### src/rtl/v_pkg.sv
// Shared types for the list engine: per-ID state entry, update opcodes and level decode.
package v_pkg;

    localparam int ENTRIES_N = 4;
    localparam int ID_W      = 4;
    localparam int KEY_W     = 8;
    localparam int VOL_W     = 8;
    localparam int LEVEL_W   = $clog2(ENTRIES_N);
    localparam int LS_W      = $clog2(ENTRIES_N + 1);

    typedef logic [ID_W-1:0]    id_t;
    typedef logic [ID_W-1:0]    addr_t;
    typedef logic [LEVEL_W-1:0] level_t;
    typedef logic [KEY_W-1:0]   key_t;
    typedef logic [VOL_W-1:0]   volume_t;
    typedef logic [LS_W-1:0]    listsize_t;

    typedef enum logic [1:0] {
        OP_CLR    = 2'd0,
        OP_INSERT = 2'd1,
        OP_DELETE = 2'd2,
        OP_MODIFY = 2'd3
    } opcode_t;

    typedef struct packed {
        key_t    [ENTRIES_N-1:0] key;
        volume_t [ENTRIES_N-1:0] volume;
        logic    [ENTRIES_N-1:0] vld;
        listsize_t               listsize;
    } state_t;

    // One-hot decode of a level index into the vld bit vector.
    function automatic logic [ENTRIES_N-1:0] dec(input level_t lvl);
        dec      = '0;
        dec[lvl] = 1'b1;
    endfunction

endpackage

### src/rtl/v_pipe_update_alu.sv
// Next-state and error computation for one update command against a source entry.
module v_pipe_update_alu
    import v_pkg::*;
(
    input  opcode_t opcode_i,
    input  level_t  level_i,
    input  key_t    key_i,
    input  volume_t volume_i,
    input  state_t  src_i,
    output state_t  nxt_o,
    output logic    error_o
);

    logic [ENTRIES_N-1:0] lvl_oh;
    logic                 hit;

    assign lvl_oh = dec(level_i);
    assign hit    = |(src_i.vld & lvl_oh);

    // A rejected command leaves the entry exactly as it was sourced.
    always_comb begin
        nxt_o   = src_i;
        error_o = 1'b0;
        case (opcode_i)
            OP_CLR: begin
                nxt_o.vld      = '0;
                nxt_o.listsize = '0;
            end
            OP_INSERT: begin
                if (hit) begin
                    error_o = 1'b1;
                end else begin
                    nxt_o.key[level_i]    = key_i;
                    nxt_o.volume[level_i] = volume_i;
                    nxt_o.vld             = src_i.vld | lvl_oh;
                    nxt_o.listsize        = src_i.listsize + listsize_t'(1);
                end
            end
            OP_DELETE: begin
                if (!hit) begin
                    error_o = 1'b1;
                end else begin
                    nxt_o.vld      = src_i.vld & ~lvl_oh;
                    nxt_o.listsize = src_i.listsize - listsize_t'(1);
                end
            end
            default: begin
                if (!hit) begin
                    error_o = 1'b1;
                end else begin
                    nxt_o.key[level_i]    = key_i;
                    nxt_o.volume[level_i] = volume_i;
                end
            end
        endcase
    end

endmodule

### src/rtl/v_pipe_update.sv
// Four-stage read-modify-write update pipeline for the per-ID list state table.
// Optional macro V_PIPE_UPDATE_FWD_EN: forward in-flight entries instead of stalling on same-ID hazards.
module v_pipe_update
    import v_pkg::*;
(
    input  logic      clk,
    input  logic      rst,
    input  logic      i_upd_vld,
    output logic      o_upd_rdy,
    input  id_t       i_upd_prod_id,
    input  opcode_t   i_upd_opcode,
    input  level_t    i_upd_level,
    input  key_t      i_upd_key,
    input  volume_t   i_upd_volume,
    output logic      o_upd_resp_vld,
    output logic      o_upd_resp_error,
    output listsize_t o_upd_resp_listsize,
    output logic      o_state_ren,
    output addr_t     o_state_raddr,
    input  state_t    i_state_rdata,
    output logic      o_state_wen,
    output addr_t     o_state_waddr,
    output state_t    o_state_wdata,
    output logic      o_s1_upd_vld_r,
    output id_t       o_s1_upd_prod_id_r,
    output logic      o_s2_upd_vld_r,
    output id_t       o_s2_upd_prod_id_r,
    output logic      o_s3_upd_vld_r,
    output id_t       o_s3_upd_prod_id_r,
    output logic      o_s4_upd_vld_r,
    output id_t       o_s4_upd_prod_id_r
);

    // Handshake: a command transfers on a rising edge where i_upd_vld & o_upd_rdy;
    // the response pulses exactly once, four cycles later, unless reset intervenes.
    logic    accept;
    logic    s1_vld_q, s2_vld_q, s3_vld_q, s4_vld_q;
    id_t     s1_id_q, s2_id_q, s3_id_q, s4_id_q;
    opcode_t s1_op_q;
    level_t  s1_level_q;
    key_t    s1_key_q;
    volume_t s1_volume_q;
    state_t  s1_src;
    state_t  s2_state_d, s2_state_q, s3_state_q;
    logic    s2_error_d, s2_error_q, s3_error_q, s4_error_q;
    listsize_t s4_listsize;

    assign accept = i_upd_vld & o_upd_rdy;

`ifdef V_PIPE_UPDATE_FWD_EN
    state_t s4_state_q;

    assign o_upd_rdy = ~rst;

    // Later assignments win, so the youngest matching older stage is chosen.
    always_comb begin
        s1_src = i_state_rdata;
        if (s4_vld_q && s4_id_q == s1_id_q) s1_src = s4_state_q;
        if (s3_vld_q && s3_id_q == s1_id_q) s1_src = s3_state_q;
        if (s2_vld_q && s2_id_q == s1_id_q) s1_src = s2_state_q;
    end

    always_ff @(posedge clk) s4_state_q <= s3_state_q;
    assign s4_listsize = s4_state_q.listsize;
`else
    logic      hazard;
    listsize_t s4_listsize_q;

    // S4 is excluded: its write landed in the cycle the new read is issued.
    assign hazard = (s1_vld_q && s1_id_q == i_upd_prod_id)
                  | (s2_vld_q && s2_id_q == i_upd_prod_id)
                  | (s3_vld_q && s3_id_q == i_upd_prod_id);
    assign o_upd_rdy = ~rst & ~hazard;
    assign s1_src    = i_state_rdata;

    always_ff @(posedge clk) s4_listsize_q <= s3_state_q.listsize;
    assign s4_listsize = s4_listsize_q;
`endif

    v_pipe_update_alu u_alu (
        .opcode_i (s1_op_q),
        .level_i  (s1_level_q),
        .key_i    (s1_key_q),
        .volume_i (s1_volume_q),
        .src_i    (s1_src),
        .nxt_o    (s2_state_d),
        .error_o  (s2_error_d)
    );

    always_ff @(posedge clk) begin
        if (rst) begin
            s1_vld_q <= 1'b0;
            s2_vld_q <= 1'b0;
            s3_vld_q <= 1'b0;
            s4_vld_q <= 1'b0;
        end else begin
            s1_vld_q <= accept;
            s2_vld_q <= s1_vld_q;
            s3_vld_q <= s2_vld_q;
            s4_vld_q <= s3_vld_q;
        end
    end

    always_ff @(posedge clk) begin
        if (accept) begin
            s1_id_q     <= i_upd_prod_id;
            s1_op_q     <= i_upd_opcode;
            s1_level_q  <= i_upd_level;
            s1_key_q    <= i_upd_key;
            s1_volume_q <= i_upd_volume;
        end
        s2_id_q    <= s1_id_q;
        s2_state_q <= s2_state_d;
        s2_error_q <= s2_error_d;
        s3_id_q    <= s2_id_q;
        s3_state_q <= s2_state_q;
        s3_error_q <= s2_error_q;
        s4_id_q    <= s3_id_q;
        s4_error_q <= s3_error_q;
    end

    assign o_state_ren   = accept;
    assign o_state_raddr = i_upd_prod_id;

    assign o_state_wen   = s3_vld_q & ~s3_error_q & ~rst;
    assign o_state_waddr = s3_id_q;
    assign o_state_wdata = s3_state_q;

    assign o_upd_resp_vld      = s4_vld_q;
    assign o_upd_resp_error    = s4_vld_q & s4_error_q;
    assign o_upd_resp_listsize = s4_vld_q ? s4_listsize : '0;

    assign o_s1_upd_vld_r     = s1_vld_q;
    assign o_s1_upd_prod_id_r = s1_id_q;
    assign o_s2_upd_vld_r     = s2_vld_q;
    assign o_s2_upd_prod_id_r = s2_id_q;
    assign o_s3_upd_vld_r     = s3_vld_q;
    assign o_s3_upd_prod_id_r = s3_id_q;
    assign o_s4_upd_vld_r     = s4_vld_q;
    assign o_s4_upd_prod_id_r = s4_id_q;

endmodule
### config.mk
export PLATFORM = sky130hd
export DESIGN_NAME = v_pipe_update
export DESIGN_NICKNAME = d
export VERILOG_FILES = /design/src/rtl/v_pkg.sv /design/src/rtl/v_pipe_update_alu.sv /design/src/rtl/v_pipe_update.sv
export SDC_FILE = /design/constraint.sdc
export NUM_CORES = 1
export LEC_CHECK = 0
export CELL_PAD_IN_SITES_DETAIL_PLACEMENT = 1
export CELL_PAD_IN_SITES_GLOBAL_PLACEMENT = 1
export CORE_MARGIN = 3
export CORE_UTILIZATION = 38
export DETAILED_ROUTE_END_ITERATION = 10
export PLACE_DENSITY = 0.93
export SLEW_MARGIN = 20
export SYNTH_ARGS = -nofsm -noshare
export SYNTH_HDL_FRONTEND = slang
export SYNTH_SLANG_ARGS = --single-unit
### constraint.sdc
create_clock -name clk -period 6.1 [get_ports clk]
set_clock_uncertainty 0.15 [all_clocks]
set_input_delay 1.22 -clock clk [delete_from_list [all_inputs] [get_ports clk]]
set_output_delay 1.22 -clock clk [all_outputs]
set_load 0.005 [all_outputs]
==> metrics.log <==
INFO  metric netlist_instances = 356
INFO  metric share_seq_of_total_power = 0.510
INFO  metric grt_util_met1 = 0.206
INFO  metric drive_gt1_frac = 0.196
INFO  metric critical_path.reg2reg.endpoint = s2_state_q[37]
INFO  metric routed-via-count = 3,455
INFO  metric timing.critical_path.fanout_max = 25
INFO  metric worst_slew_pin_slew = 744 ps
INFO  metric floorplan.initialDensity = 0.399
INFO  metric remaining_drc_errors = 0
INFO  metric pin_count = 205
INFO  metric timing.max_slew.rel_slack = 0.504
INFO  metric drt.antenna.violating_nets = 0
INFO  metric cts_root_buffer = sky130_fd_sc_hd__clkbuf_16
INFO  metric synth_top_area_cell = sky130_fd_sc_hd__dfxtp_1
INFO  metric syn_area = 5660 um2
INFO  metric crit_path_start = i_upd_prod_id[0]
INFO  metric cts.htree.levels = 4
INFO  metric cts_setup_buffers = 0
INFO  metric cts-hold-fix-buffers = 0
INFO  metric global_route.usage.met2 = 0.360
INFO  metric placed_cells = 726
INFO  metric maxCapViolCount = 0
INFO  metric synthesis.yosys.warnings = 0
INFO  metric number_of_sinks_driven_by_the_clock_tree = 188
INFO  metric synth-seq-area-share = 0.707
INFO  metric worst_vdd_rail_ir_drop = 0.221 mV
INFO  metric worst_skew_late_latency = 430 ps
INFO  metric run_status = completed
INFO  metric hold_class = reg -> reg
INFO  metric arrival = 3460 ps
INFO  metric worst_setup_path_endpoint = o_state_ren
INFO  metric first_pass_iters = 4
INFO  metric comb_power_share = 0.090
INFO  metric final.setup.tns = 0 ps
INFO  metric critical_path.endpoint_type = output pin
INFO  metric detailedPlacementHpwl = 11,700 um
INFO  metric cts_resized = 0
INFO  metric criticalPathCategory = in -> out
INFO  metric share_clk_of_total_power = 0.400
INFO  metric leakagePower = 3.31 nW
INFO  metric instances_no_fill = 758
INFO  metric cells_on_worst_reg2reg_path = 4
INFO  metric grt_pass1_wl = 23,100 um
INFO  metric synth-seq-cells = 188
INFO  metric reg2reg_setup_slack = 3540 ps
INFO  metric antenna_violations_before_repair = 0
INFO  metric synthesis.nets = 456
INFO  metric gp_congestion = 0.825
INFO  metric worst_hold_path.num_cells = 0
INFO  metric final_worst_path_period_need = 4830 ps
INFO  metric syn-mean-instance-area = 15.9 um2
INFO  metric drt_wl_total = 15,600 um
INFO  metric slew_viol_final = 0
INFO  metric grt_util_met3 = 0.0513
INFO  metric cts_buffer_depth = 2
INFO  metric routed_wire_length_per_instance = 20.6 um
INFO  metric rr_startpoint = s1_op_q[1]
INFO  metric finalSetupViolCount = 0
INFO  metric grt_start_max_net_pins = 26
INFO  metric crit_path_start_kind = input pin
INFO  metric port-buffer-count = 204
INFO  metric p_switching = 0.616 mW
INFO  metric clkSlewWorstSetupHoldPaths = 70 ps
INFO  metric rsz0062_at_grt = no
INFO  metric yosysTopAreaCellShare = 0.580
INFO  metric layout.nets = 665
INFO  metric dieHeight = 128 um
INFO  metric cp_data_required_time = 4730 ps
INFO  metric globalRoute.totalOverflow = 0
INFO  metric timing_limited_maximum_frequency = 207 MHz
INFO  metric fp.dieW = 128 um
INFO  metric netlist-cell-type-count = 38
INFO  metric crit_share_post_route = 0.791
INFO  metric core_area = 14,200 um2
INFO  metric grt.busiest_layer = met2
INFO  metric via_count_of_the_first_global_routing_pass = 3,837
INFO  metric hold_violations = 0
INFO  metric core.rowCount = 43
INFO  metric clock_tree_from_tritoncts = done
INFO  metric cts_buffers = 17
INFO  metric power-per-cell-area = 321 nW/um2
INFO  metric internal_power = 2.08 mW
INFO  metric diodes = 0
INFO  metric groute.usage.overall = 0.194
INFO  metric switching_share = 0.229
INFO  metric initialDrtViolationCount = 183
INFO  metric die_area = 16,400 um2
INFO  metric via_per_inst = 4.56
INFO  metric synth.area.top_cells = sky130_fd_sc_hd__dfxtp_1 (58%), sky130_fd_sc_hd__edfxtp_1 (13%), sky130_fd_sc_hd__mux2_4 (8.0%)
INFO  metric area.growth.synth_to_final = 48.2%
==> layout by cell type (no fill, tap or decap), types with 5 or more instances in the layout <==
cell and count:
sky130_fd_sc_hd__nor2b_1 6, sky130_fd_sc_hd__a21oi_1 5, sky130_fd_sc_hd__inv_6 6, sky130_fd_sc_hd__clkdlybuf4s50_1 204, sky130_fd_sc_hd__xnor2_1 7, sky130_fd_sc_hd__edfxtp_1 24
sky130_fd_sc_hd__inv_1 5, sky130_fd_sc_hd__mux2_4 30, sky130_fd_sc_hd__clkbuf_16 18, sky130_fd_sc_hd__dfxtp_1 164, sky130_fd_sc_hd__nand2_1 8, sky130_fd_sc_hd__xor2_1 6
sky130_fd_sc_hd__mux2_2 35
==> per-stage QoR <==
| step | util | setup slack [ps] | hold WS, ps | area, um2 | power, mW |
|---|---|---|---|---|---|
| global placement | 0.550 | 1410 | 161 | 7810 | 1.63 |
| global route | 0.591 | 1100 | 179 | 8390 | 2.80 |
| finish | 0.591 | 1270 | 175 | 8390 | 2.69 |
| CTS | 0.591 | 1220 | 179 | 8390 | 2.72 |
| floorplan | - | 1430 | 160 | 5660 | 1.46 |
| detailed placement | 0.550 | 1240 | 163 | 7810 | 1.64 |
==> cell usage after synthesis, drive strengths merged <==
library cell  count
nor4              3
nand3             4
a311o             1
o21ai             3
edfxtp           24
mux2             66
o311ai            1
and2              4
a211o             1
o31a              1
buf              17
nand2             8
o31ai             1
mux4              1
nor3b             3
clkbuf            1
xnor2             7
xor2              9
nor3              3
mux2i             2
nor2              3
dfxtp           164
nand3b            1
nor2b             6
a21oi             5
ha                2
o22ai             4
inv               5
nand2b            5
nor4b             1
==> worst max-delay path, cell delays in order <==
cell and delay, ps:
sky130_fd_sc_hd__clkdlybuf4s50_1 620, sky130_fd_sc_hd__xnor2_1 180, sky130_fd_sc_hd__nand2_1 90, sky130_fd_sc_hd__nor4_1 470, sky130_fd_sc_hd__nor3_2 90, sky130_fd_sc_hd__buf_4 280
sky130_fd_sc_hd__clkdlybuf4s50_1 500
==> sequential cells by signal, indices dropped and copies added (netlist names), 2 cells and up <==
name and count:
o_s1_upd_prod_id_r 4, o_s2_upd_prod_id_r 4, o_s3_upd_prod_id_r 4, o_s4_upd_prod_id_r 4, o_state_wdata 71, s1_key_q 8
s1_level_q 2, s1_op_q 2, s1_volume_q 8, s2_state_q 71, s4_listsize 3
==> per-layer routing <==
layer / routed length, um / part of all wire
met5: 0 / 0
met1: 5820 / 0.37
met3: 751 / 0.048
met4: 313 / 0.020
met2: 8720 / 0.56
==> worst min path at each step <==
stage / to / start
4_1_cts: s3_error_q / s2_error_q
6_report: o_state_wdata[16] / s2_state_q[16]
3_5_place_dp: o_state_wdata[24] / s2_state_q[24]
2_1_floorplan: o_state_wdata[0] / s2_state_q[0]
5_1_grt: o_state_wdata[3] / s2_state_q[3]
3_3_place_gp: o_state_wdata[56] / s2_state_q[56]
==> power groups by stage <==
stage / Sequential, mW / Combinational [mW] / Clock (mW)
2_1_floorplan: 1.39 / 0.0772 / 0
3_3_place_gp: 1.39 / 0.234 / 0
3_5_place_dp: 1.40 / 0.244 / 0
4_1_cts: 1.37 / 0.248 / 1.10
5_1_grt: 1.38 / 0.258 / 1.16
6_report: 1.37 / 0.243 / 1.08
==> kinds of logic (layout without fill, tap and decap cells) <==
kind of cell    count (synthesis)  in the layout  synth area share
fa+ha+maj                       2              2           0.00442
flops                         188            188             0.707
buf+inv                        23            245            0.0309
compound gates                 17             17            0.0192
xor+xnor                       16             16            0.0287
mux                            69             69             0.159
simple gates                   41             41            0.0508
==> final cells by class <==
type | count | area, um2
Clock buffer | 19 | 464
Clock inverter | 13 | 119
Fill cell | 1371 | 5810
Inverter | 5 | 18.8
Multi-Input combinational cell | 145 | 1490
Sequential cell | 188 | 4000
Tap cell | 180 | 225
Timing Repair Buffer | 208 | 2070
Note: power is estimated with default switching activity, not from simulation.
==> edit (same settings) <==
Build with the macro `V_PIPE_UPDATE_FWD_EN` defined.
--- a/src/rtl/v_pipe_update.sv
+++ b/src/rtl/v_pipe_update.sv
@@ -1,5 +1,7 @@
 // Four-stage read-modify-write update pipeline for the per-ID list state table.
 // Optional macro V_PIPE_UPDATE_FWD_EN: forward in-flight entries instead of stalling on same-ID hazards.
+`define V_PIPE_UPDATE_FWD_EN
+
 module v_pipe_update
     import v_pkg::*;
 (
Function: changed (a bounded check fails within 4 cycles, from zero or initial values and one cycle with rst high).
==> edit against the unedited design <==
  * Routed wire length up 69%
  * Area after synthesis increased by 58%
  * Hold slack improved by 0.0054 ns
  * Design area increased by 44%
  * Sequential cell count is 68 higher
  * Sequential share of layout area fell by 3.2 points
  * Setup slack gained 0.60 ns
  * Total power increased by 47%
  * Largest cell class unchanged
  * Largest power group unchanged
==> edit: results (changes against the unedited design) <==
- Metal-1 WL: 10900 um (+87%)
- Top layer in use: met5
- Clock net power: 1.64 mW (+52%)
- Async set or reset register ratio after synthesis: 0 (unchanged)
- GP Congestion: 0.787 (-4.7%)
- Sequential cell area fraction in the yosys report: 0.601 (-0.106)
- Clk buf depth: 3 (+1)
- Synth cell count leaders: dfxtp_1 (232), mux2i_1 (133), nor2_1 (74)
- Hpwl dp: 17900 um (+52%)
- Post-CTS Setup Inserts: 0 (unchanged)
- First-pass GRT wire length: 41200 um (+78%)
- Tot GR Track Use: 0.202 (+0.00832)
- Met3 Routed Length: 1430 um (+90%)
- Worst VDD drop: 0.186 mV (-16%)
- Synth unique cells: 45 (+18%)
- Crit-path max FO: 25 (unchanged)
- Area contributors post-synth: dfxtp_1 (52%), mux2i_1 (15%), edfxtp_1 (8.1%), a211oi_1 (5.7%), a21oi_1 (3.9%)
- Post-synthesis adder-cell area fraction: 0.00280 (-0.00162)
- Vias/cell: 5.09 (+12%)
- Skew-Pair Late Insertion Delay: 0.52 ns (+0.09 ns)
- Seq power: 1.94 mW (+42%)
- Status: finished clean
- Largest net degree at the start of global routing: 119 (+360%)
- Iteration-0 DRC Markers: 193 (+5.5%)
- Switching Share: 0.225 (-0.00399)
- Synth Area in Compound Gates: 0.119 (+0.100)
- Syn Nets: 871 (+91%)
- Met1 usage: 0.247 (+0.0412)
- Met2 Track Usage GR: 0.361 (+0.000828)
- Number of global-route vias before repair: 7243 (+89%)
- DR vias: 6554 (+90%)
- Leakage: 4.59 nW (+39%)
- Avg Cell Area, Syn: 11.6 um^2 (-27%)
- Nets: 1058 (+59%)
- Root Buffer: clkbuf_16
- H-tree levels: 1 (-3)
- Relative slew slack: 0.318 (-0.186)
- Antenna violations before repair: 2 (+2)
- Drt pass-1 iters: 4 (unchanged)
- Met2 WL: 13300 um (+53%)
- Met3 usage: 0.0445 (-0.00677)
- Post-Synth XOR/XNOR Area: 0.0157 (-0.0130)
- Share of post-route cells with drive strength above 1: 0.0697 (-0.126)
- Most common cell in the synthesized netlist: dfxtp_1
- Placed Instances: 1242 (+71%)
- Clock slew at reported path FFs: roughly 0.06 ns
- Wire per inst: 20.5 um (-0.42%)
- Multiplexer area fraction after synthesis: 0.157 (-0.00163)
- Num CTS Buffers: 27 (+10)
==> edit: cell types whose count changed after synthesis, moves of 29 or more <==
cell | before | now
a211oi_1 | 0 | 68
mux2_4 | 30 | 1
nor2_1 | 3 | 74
mux2i_1 | 2 | 133
dfxtp_1 | 164 | 232
a21oi_1 | 5 | 69
clkbuf_1 | 1 | 30
mux2_2 | 35 | 0
==> edit: cell type report <==
type	instances	area (um^2)
Clock buffer	37	764
Clock inverter	9	120
Fill cell	2408	10800
Inverter	22	82.6
Multi-Input combinational cell	438	3210
Sequential cell	256	5370
Tap cell	313	392
Timing Repair Buffer	213	2110
==> edit: per-stage QoR <==
stage / total power [mW] / instance area [um^2] / setup slack, ns / utilization
detailed placement: 2.35 / 11200 / 1.86 / 0.489
global route: 4.11 / 12100 / 1.78 / 0.527
floorplan: 2.10 / 8930 / 2.34 / -
finish: 3.95 / 12100 / 1.87 / 0.527
global placement: 2.32 / 11200 / 1.86 / 0.489
CTS: 4.00 / 12000 / 1.85 / 0.527
==> edit: worst paths after layout <==
kind	startpoint	end	slack [ns]	cells after the start
worst max register to register	o_s1_upd_prod_id_r[1]	s2_state_q[20]	2.12	8
worst min-delay path	s2_error_q	s3_error_q	0.18	0
worst max-delay path	rst	o_state_ren	1.87	4
worst min register to register	s2_error_q	s3_error_q	0.18	0
==> edit: cells by family after synthesis <==
logic type	Yosys count
DFF	256
muxes	137
adders and majority gates	2
buffers and inverters	77
AOI/OAI and AO/OA	166
xor gates and xnor gates	16
and+or+nand+nor	117
==> edit: critical path, stage by stage <==
cell             delay, ns
clkdlybuf4s50_1       0.53
nor2b_4               0.14
buf_4                 0.37
clkdlybuf4s50_1       0.58
